==> src/rtl/alu_muldiv_seq_pkg.sv <==
// Shared types and constants for the shift-add / restoring-divide sequencer.
package alu_seq_pkg;

  localparam int XLEN = 32;

  localparam logic [1:0] OP_MUL   = 2'b00;
  localparam logic [1:0] OP_MULHU = 2'b01;
  localparam logic [1:0] OP_DIVU  = 2'b10;
  localparam logic [1:0] OP_REMU  = 2'b11;

  typedef struct packed {
    logic m;
    logic s1;
    logic s0;
    logic cin;
  } alu_fn_t;

  localparam alu_fn_t ALU_ADD = 4'b0000;
  localparam alu_fn_t ALU_SUB = 4'b0011;

  typedef enum logic [1:0] {IDLE, RUN, DONE} state_t;

  function automatic logic is_div(logic [1:0] op);
    return (op != OP_MUL) && (op != OP_MULHU);
  endfunction

  // MULHU and REMU both take their answer from the hi half of the working pair
  function automatic logic returns_hi(logic [1:0] op);
    return (op == OP_MULHU) || (op == OP_REMU);
  endfunction

endpackage

==> src/rtl/alu_muldiv_seq_if.sv <==
// Request/response handshake bundle between the execute stage and the sequencer.
interface alu_muldiv_seq_if;
  import alu_seq_pkg::*;

  logic            req_valid;
  logic            req_ready;
  logic [1:0]      req_op;
  logic [XLEN-1:0] req_a;
  logic [XLEN-1:0] req_b;
  logic            rsp_valid;
  logic            rsp_ready;
  logic [XLEN-1:0] rsp_data;

  modport slave (
    input  req_valid, req_op, req_a, req_b, rsp_ready,
    output req_ready, rsp_valid, rsp_data
  );

  modport master (
    output req_valid, req_op, req_a, req_b, rsp_ready,
    input  req_ready, rsp_valid, rsp_data
  );

endinterface

==> src/rtl/alu_muldiv_seq.sv <==
// 32-cycle unsigned multiply/divide sequencer driving the shared external ALU,
// one add (multiply) or subtract (divide) per cycle.
module alu_muldiv_seq
  import alu_seq_pkg::*;
(
  input  logic            clk,
  input  logic            rst_n,
  alu_muldiv_seq_if.slave bus,
  output logic [XLEN-1:0] alu_a,
  output logic [XLEN-1:0] alu_b,
  output logic            alu_m,
  output logic            alu_s1,
  output logic            alu_s0,
  output logic            alu_cin,
  input  logic [XLEN-1:0] alu_f,
  input  logic            alu_cout
);

  state_t          state, state_nxt;
  logic [1:0]      op;
  logic [XLEN-1:0] hi, lo, opb;
  logic [XLEN-1:0] hi_nxt, lo_nxt, rem_sh;
  logic [XLEN:0]   sum_sel;
  logic [4:0]      cnt;
  logic            ge;
  logic [XLEN-1:0] rsp_data_q;
  alu_fn_t         fn;

  assign bus.req_ready = (state == IDLE);
  assign bus.rsp_valid = (state == DONE);
  assign bus.rsp_data  = rsp_data_q;
  assign {alu_m, alu_s1, alu_s0, alu_cin} = fn;

  always_ff @(posedge clk or negedge rst_n) begin
    if (!rst_n) state <= IDLE;
    else        state <= state_nxt;
  end

  always_comb begin
    state_nxt = state;
    case (state)
      IDLE:    if (bus.req_valid)   state_nxt = RUN;
      RUN:     if (cnt == 5'd31)    state_nxt = DONE;
      DONE:    if (bus.rsp_ready)   state_nxt = IDLE;
      default:                      state_nxt = IDLE;
    endcase
  end

  // hi[31] set means the shifted partial remainder is >= 2^32, so it beats any divisor
  always_comb begin
    rem_sh  = {hi[XLEN-2:0], lo[XLEN-1]};
    ge      = alu_cout | hi[XLEN-1];
    sum_sel = lo[0] ? {alu_cout, alu_f} : {1'b0, hi};
    alu_a   = '0;
    alu_b   = '0;
    fn      = ALU_ADD;
    hi_nxt  = hi;
    lo_nxt  = lo;
    if (state == RUN) begin
      alu_b = opb;
      if (is_div(op)) begin
        alu_a  = rem_sh;
        fn     = ALU_SUB;
        hi_nxt = ge ? alu_f : rem_sh;
        lo_nxt = {lo[XLEN-2:0], ge};
      end else begin
        alu_a  = hi;
        hi_nxt = sum_sel[XLEN:1];
        lo_nxt = {sum_sel[0], lo[XLEN-1:1]};
      end
    end
  end

  always_ff @(posedge clk or negedge rst_n) begin
    if (!rst_n) begin
      op         <= OP_MUL;
      hi         <= '0;
      lo         <= '0;
      opb        <= '0;
      cnt        <= '0;
      rsp_data_q <= '0;
    end else begin
      case (state)
        IDLE: if (bus.req_valid) begin
          op  <= bus.req_op;
          hi  <= '0;
          lo  <= is_div(bus.req_op) ? bus.req_a : bus.req_b;
          opb <= is_div(bus.req_op) ? bus.req_b : bus.req_a;
          cnt <= '0;
        end
        RUN: begin
          hi  <= hi_nxt;
          lo  <= lo_nxt;
          cnt <= cnt + 5'd1;
          if (cnt == 5'd31) rsp_data_q <= returns_hi(op) ? hi_nxt : lo_nxt;
        end
        default: ;
      endcase
    end
  end

endmodule

==> src/flat_wrapper.sv <==
// flat-port wrapper written by rule: the top's interface ports become plain ports
module alu_muldiv_seq_flat import alu_seq_pkg::*;
  (clk, rst_n, alu_a, alu_b, alu_m, alu_s1, alu_s0, alu_cin, alu_f, alu_cout, bus_req_valid, bus_req_op, bus_req_a, bus_req_b, bus_rsp_ready, bus_req_ready, bus_rsp_valid, bus_rsp_data);
  alu_muldiv_seq_if bus_i ();
  input  logic clk;
  input  logic rst_n;
  output logic [XLEN-1:0] alu_a;
  output logic [XLEN-1:0] alu_b;
  output logic alu_m;
  output logic alu_s1;
  output logic alu_s0;
  output logic alu_cin;
  input  logic [XLEN-1:0] alu_f;
  input  logic alu_cout;
  input wire logic [$bits(bus_i.req_valid)-1:0] bus_req_valid;
  input wire logic [$bits(bus_i.req_op)-1:0] bus_req_op;
  input wire logic [$bits(bus_i.req_a)-1:0] bus_req_a;
  input wire logic [$bits(bus_i.req_b)-1:0] bus_req_b;
  input wire logic [$bits(bus_i.rsp_ready)-1:0] bus_rsp_ready;
  output wire logic [$bits(bus_i.req_ready)-1:0] bus_req_ready;
  output wire logic [$bits(bus_i.rsp_valid)-1:0] bus_rsp_valid;
  output wire logic [$bits(bus_i.rsp_data)-1:0] bus_rsp_data;
  assign bus_i.req_valid = bus_req_valid;
  assign bus_i.req_op = bus_req_op;
  assign bus_i.req_a = bus_req_a;
  assign bus_i.req_b = bus_req_b;
  assign bus_i.rsp_ready = bus_rsp_ready;
  assign bus_req_ready = bus_i.req_ready;
  assign bus_rsp_valid = bus_i.rsp_valid;
  assign bus_rsp_data = bus_i.rsp_data;
  alu_muldiv_seq u_core (.clk(clk), .rst_n(rst_n), .bus(bus_i), .alu_a(alu_a), .alu_b(alu_b), .alu_m(alu_m), .alu_s1(alu_s1), .alu_s0(alu_s0), .alu_cin(alu_cin), .alu_f(alu_f), .alu_cout(alu_cout));
endmodule
==> config.mk <==
export PLATFORM = sky130hd
export DESIGN_NAME = alu_muldiv_seq_flat
export DESIGN_NICKNAME = d
export VERILOG_FILES = /design/src/rtl/alu_muldiv_seq_pkg.sv /design/src/rtl/alu_muldiv_seq_if.sv /design/src/rtl/alu_muldiv_seq.sv /design/src/flat_wrapper.sv
export SDC_FILE = /design/constraint.sdc
export NUM_CORES = 1
export LEC_CHECK = 0
export ABC_AREA = 1
export ABC_CLOCK_PERIOD_IN_PS = 3200
export CORE_MARGIN = 2
export CORE_UTILIZATION = 50
export CTS_BUF_LIST = sky130_fd_sc_hd__clkbuf_16
export CTS_CLUSTER_SIZE = 12
export DETAILED_ROUTE_END_ITERATION = 6
export PLACE_DENSITY = 0.8
export SYNTH_ARGS = -nofsm -noshare
export SYNTH_HDL_FRONTEND = slang
export SYNTH_SLANG_ARGS = --single-unit
==> constraint.sdc <==
create_clock -name clk -period 3.2 [get_ports clk]
set_clock_uncertainty 0.2 [all_clocks]
set_input_delay 0.64 -clock clk [delete_from_list [all_inputs] [get_ports clk]]
set_output_delay 0.64 -clock clk [all_outputs]
set_load 0.03 [all_outputs]
After elaboration in Yosys (flattened, before gate mapping)
Cells that the tools add are included.

Register bits: 137. Output and inout bits: 102. Word-level logic and storage cells: 52.

$add $sub $neg: 1. Eq/ne operators: 10. Multiplexer cells: 22. Bitwise operators: 1. Reductions and logical operators: 11.

Operator list (number): two-way mux 32 bit (11); one-hot mux 32 bit (2 select lines) (2); two-way mux 33 bit (1); one-hot mux 5 bit (2 select lines) (1); two-way mux 2 bit (4); inequality test 2 bit (second input constant) (3); one-hot mux 2 bit (3 select lines) (1); AND reduction 2 bit (3); nonzero test 2 bit (3); adder 5 x 1 -> 5 bit (second input constant) (1); == test 5 bit (second input constant) (1); two-way mux 5 bit (1); == test 2 x 1 -> 1 bit (second input constant) (2); == test 2 bit (second input constant) (2); two-way mux 4 bit (1); inequality test 2 x 1 -> 1 bit (second input constant) (2); AND reduction 3 bit (1); logical AND 1 bit (2); zero test 2 bit (1); logical OR 1 bit (1); OR 1 bit (1).

Logic depth before layout (Yosys ltp)
Depth in word-level cells: 5. Mapped depth: 11. Mapped depth without buffers: 10.

Worst setup path before layout
OpenSTA, ideal clock, no wires.

Path type: reg-to-output. From: register u_core.op[1]. To: output port alu_s0. Data arrival time: 1.540 ns. Data required time: 2.360 ns. Path slack: 0.820 ns. Stages on the path, launching flop included: 7. Path buffers: 4. Cells stage by stage: dfrtp_1 > buf_4 > inv_2 > buf_4 > buf_6 > nor2_1 > buf_4.

Longest elaborated chain between the ends: 4.

Ends and longest elaborated chain: from (decl) (RTL line alu_muldiv_seq.sv:20) `logic [1:0] op;`; from (signal assigned) (RTL line alu_muldiv_seq.sv:85) `op <= bus.req_op;`; inequality test 2 x 1 -> 1 bit / nonzero test 2 bit (equally long branches) (RTL line alu_muldiv_seq_pkg.sv:24) `return (op != OP_MUL) && (op != OP_MULHU);`; logical AND 1 bit * (RTL line alu_muldiv_seq_pkg.sv:24); two-way mux 2 bit * (RTL line alu_muldiv_seq.sv:61) `if (is_div(op)) begin`; two-way mux 4 bit * (RTL line alu_muldiv_seq.sv:59) `if (state == RUN) begin`; to (decl) (RTL line flat_wrapper.sv:11) `output logic alu_s0;`.

Every way passes the cells marked *; elsewhere a longest branch is shown, timed or not.

Worst setup path after layout
From: register u_core.state[1]. To: output port alu_a[2].

Longest elaborated chain between the ends: 2.

Ends and longest elaborated chain: from (decl) (RTL line alu_muldiv_seq.sv:19) `state_t state, state_nxt;`; from (signal assigned) (RTL line alu_muldiv_seq.sv:36) `else state <= state_nxt;`; == test 2 x 1 -> 1 bit (RTL line alu_muldiv_seq.sv:59); two-way mux 32 bit (RTL line alu_muldiv_seq.sv:59); to (decl) (RTL line flat_wrapper.sv:7) `output logic [XLEN-1:0] alu_a;`.

No other way between the ends.

==> flow_metrics.py <==
metrics = {
    "status": {
        "status": "complete, but fails checks",
        "violations": "negative hold slack",
    },
    "synthesis": {
        "yosysWarnings": 0,
        "ys.flop_type": "dfrtp_1",
        "seq_area_frac_synth": 0.380,
        "synthCells": 1265,
        "synth_edf_count": 0,
        "synth_async_sr_flop_share": 1.00,
        "avgSynthCellArea_um2": 7.14,
        "synth_seq_cells": 137,
        "ys_types": 31,
        "synth_area_um2": 9030,
    },
    "clocking": {
        "clk_path_buf_depth": 2,
        "postCtsSetupBuffers": 0,
        "htree_levels": 4,
        "tritoncts": "done",
        "path_clk_slew_ps": 60,
        "cts.sinks": 137,
        "cts_buffers": 17,
        "ctsRootBufferMaster": "clkbuf_16",
        "clkLatencyLatePin_ps": 410,
    },
    "worst_setup_path": {
        "end_kind": "primary output",
        "path_class": "register to primary output",
        "cp_max_fo": 67,
        "crit_required_ps": 2360,
        "worstPathCellList": "inv_1, nand2_8, inv_2, buf_12, o21ai_0, a21oi_1, buf_12",
        "cp_top_family": "buffers and inverters",
        "rrSetupSlack_ps": 600,
        "r2r_start": "u_core.op[1]",
        "arrival_ps": 2160,
        "worst_path_max_delay_cell": "dfrtp_1",
        "start_kind": "register",
        "max_stage_delay_ps": 380,
        "reg2reg_depth": 7,
        "cp_common_cell": "buf_12",
        "cp.buffers_inverters": 4,
        "reg2reg_to": "u_core.bus.rsp_data[20]",
    },
    "routing": {
        "via_per_inst": 5.35,
        "avgRoutedWirePerCell_um": 15.2,
        "num_vias": 8850,
        "drt_iter0_drc": 684,
        "drt-pass1-iter-count": 6,
        "wl_um": 25100,
        "drt_drc_violations_left": 0,
        "antenna_left": 0,
    },
    "layout": {
        "drive_above_1_share": 0.134,
        "diodes": 0,
        "fin_nets": 1520,
        "area_delta_synth_final_pct": 27.2,
    },
    "power": {
        "ir_drop_mv": 0.684,
        "p_per_area_nw_per_um2": 1100,
        "p_leak_nw": 5.59,
    },
    "floorplanning": {
        "coreArea_um2": 17800,
        "rows": 49,
        "initial_utilization": 0.506,
        "die_y_um": 138,
        "ios": 205,
        "dieArea_um2": 19200,
        "die_width_um": 138,
    },
    "grt": {
        "grt_overflow": 0,
        "grt_max_degree": 68,
        "antenna_found_initial": 0,
        "grt_pass1_vias": 8153,
        "gr-usage-all-layers": 0.261,
        "grt_first_pass_wirelength_um": 41000,
    },
    "sta": {
        "slew_headroom": 0.267,
        "rsz0062_at_grt": "false",
        "final_min_period_over_clock_period": 0.939,
        "fmax_ghz": 0.333,
        "period_minus_slack_ps": 3000,
        "setup_tns_ps": 0,
        "holdWs_ps": -0.371,
        "hold_violations": 1,
        "setup_viol_count_final": 0,
        "drv_slew": 0,
        "finalWorstSetupSlack_ps": 195,
        "worst_slew_pin_slew_ps": 1100,
    },
    "place": {
        "globalplace.congestion": 0.941,
        "portBuffers": 202,
        "dp_slack_ps": 540,
        "place_hpwl_um": 17500,
    },
    "run": {
        "drv_cap": 0,
    },
    "worst_hold_path": {
        "hold_class": "input port to async pin",
    },
}
registers in the layout, indices dropped and copies added, names as in the netlist:
signal and flops:
u_core.cnt 5, u_core.state 2, u_core.lo 32, u_core.hi 32, u_core.opb 32, u_core.bus.rsp_data 32, u_core.op 2
worst reg2reg max path: cells and delay by family (launching register included):
family / cells / cell delay [ps]
AOI/OAI and AO/OA: 2 / 500
buffers and inverters: 3 / 1090
DFF: 1 / 550
and+or+nand+nor: 2 / 150
kinds of logic (layout without fill, tap and decap cells):
| family | Yosys count | after routing | synth area share |
|---|---|---|---|
| other cells | 1 | 2 | 0.000415 |
| simple gates | 492 | 492 | 0.217 |
| buf+inv | 293 | 451 | 0.142 |
| compound gates | 340 | 340 | 0.258 |
| flops | 137 | 137 | 0.380 |
| fa+ha+maj | 2 | 2 | 0.00277 |
power breakdown:
part	switching, mW	internal [mW]
sequential	0.748	2.60
combinational	4.74	2.89
clock	0.690	1.02
total	6.18	6.51
per-layer routing:
layer / track usage / up-vias / part of all wire
met5: 0 / - / 0
met4: 0.0602 / 0 / 0.012
met3: 0.0575 / 31 / 0.077
met2: 0.393 / 386 / 0.44
met1: 0.386 / 4059 / 0.47
li1: - / 4374 / -
cell type report:
type | instances | area (um2)
Clock buffer | 17 | 425
Clock inverter | 11 | 71.3
Fill cell | 1585 | 6350
Inverter | 198 | 746
Multi-Input combinational cell | 836 | 4340
Sequential cell | 137 | 3430
Tap cell | 229 | 287
Timing Repair Buffer | 225 | 2190
repair_timing:
item / in CTS / in global routing
endpoints found under the hold margin: 0 / 0
gates resized for setup: 0 / 1
setup endpoints to repair: 0 / 8
hold buffers: 0 / 0
synth_stat cells, types with 33 or more instances:
cell type	instances	area, um2
o211ai_2	48	601
a21oi_1	49	245
o21ai_1	97	485
o21ai_0	53	265
nand3_1	68	340
nand2_1	381	1430
o21ai_2	33	289
o211ai_1	36	270
inv_1	163	612
buf_2	51	255
dfrtp_1	137	3430
nor2_1	37	139
stage by stage:
stage                     total power, mW   util  instance area, um2  instances  hold WS, ps
after detailed placement             10.9  0.616               11000       1625          268
after floorplan                      8.44      -                9040       1266          144
after CTS                            12.7  0.644               11500       1653         13.1
after global routing                 13.6  0.644               11500       1653         27.8
final                                12.7  0.644               11500       1653       -0.371
after global placement               10.8  0.616               11000       1625          263
how the worst max path moves through the flow:
stage	from	depth (start not counted)	slack [ps]	endpoint
after floorplan	u_core.op[1]	6	820	alu_s0
after global placement	u_core.state[1]	7	570	alu_a[1]
after detailed placement	u_core.state[1]	7	540	alu_a[2]
after CTS	u_core.state[1]	7	110	alu_a[2]
after global routing	u_core.state[1]	7	30	alu_a[2]
final	u_core.state[1]	7	200	alu_a[2]
placed cells by master, fill, tap and decap left out, types with 7 or more instances in the layout:
| master | synthesis | final |
|---|---|---|
| buf_4 | 8 | 50 |
| nand2_1 | 381 | 381 |
| o21ai_2 | 33 | 33 |
| a21oi_1 | 49 | 49 |
| buf_12 | 1 | 7 |
| o21ai_0 | 53 | 53 |
| nor2_1 | 37 | 37 |
| o21ai_1 | 97 | 97 |
| o211ai_2 | 48 | 48 |
| o22ai_1 | 13 | 13 |
| inv_1 | 163 | 167 |
| clkbuf_16 | 0 | 17 |
| o211ai_1 | 36 | 36 |
| clkinv_1 | 14 | 17 |
| clkdlybuf4s50_1 | 0 | 166 |
| inv_2 | 20 | 20 |
| o221ai_1 | 8 | 8 |
| nand3_1 | 68 | 68 |
| dfrtp_1 | 137 | 134 |
No activity file was read; power rests on OpenSTA's default activity.
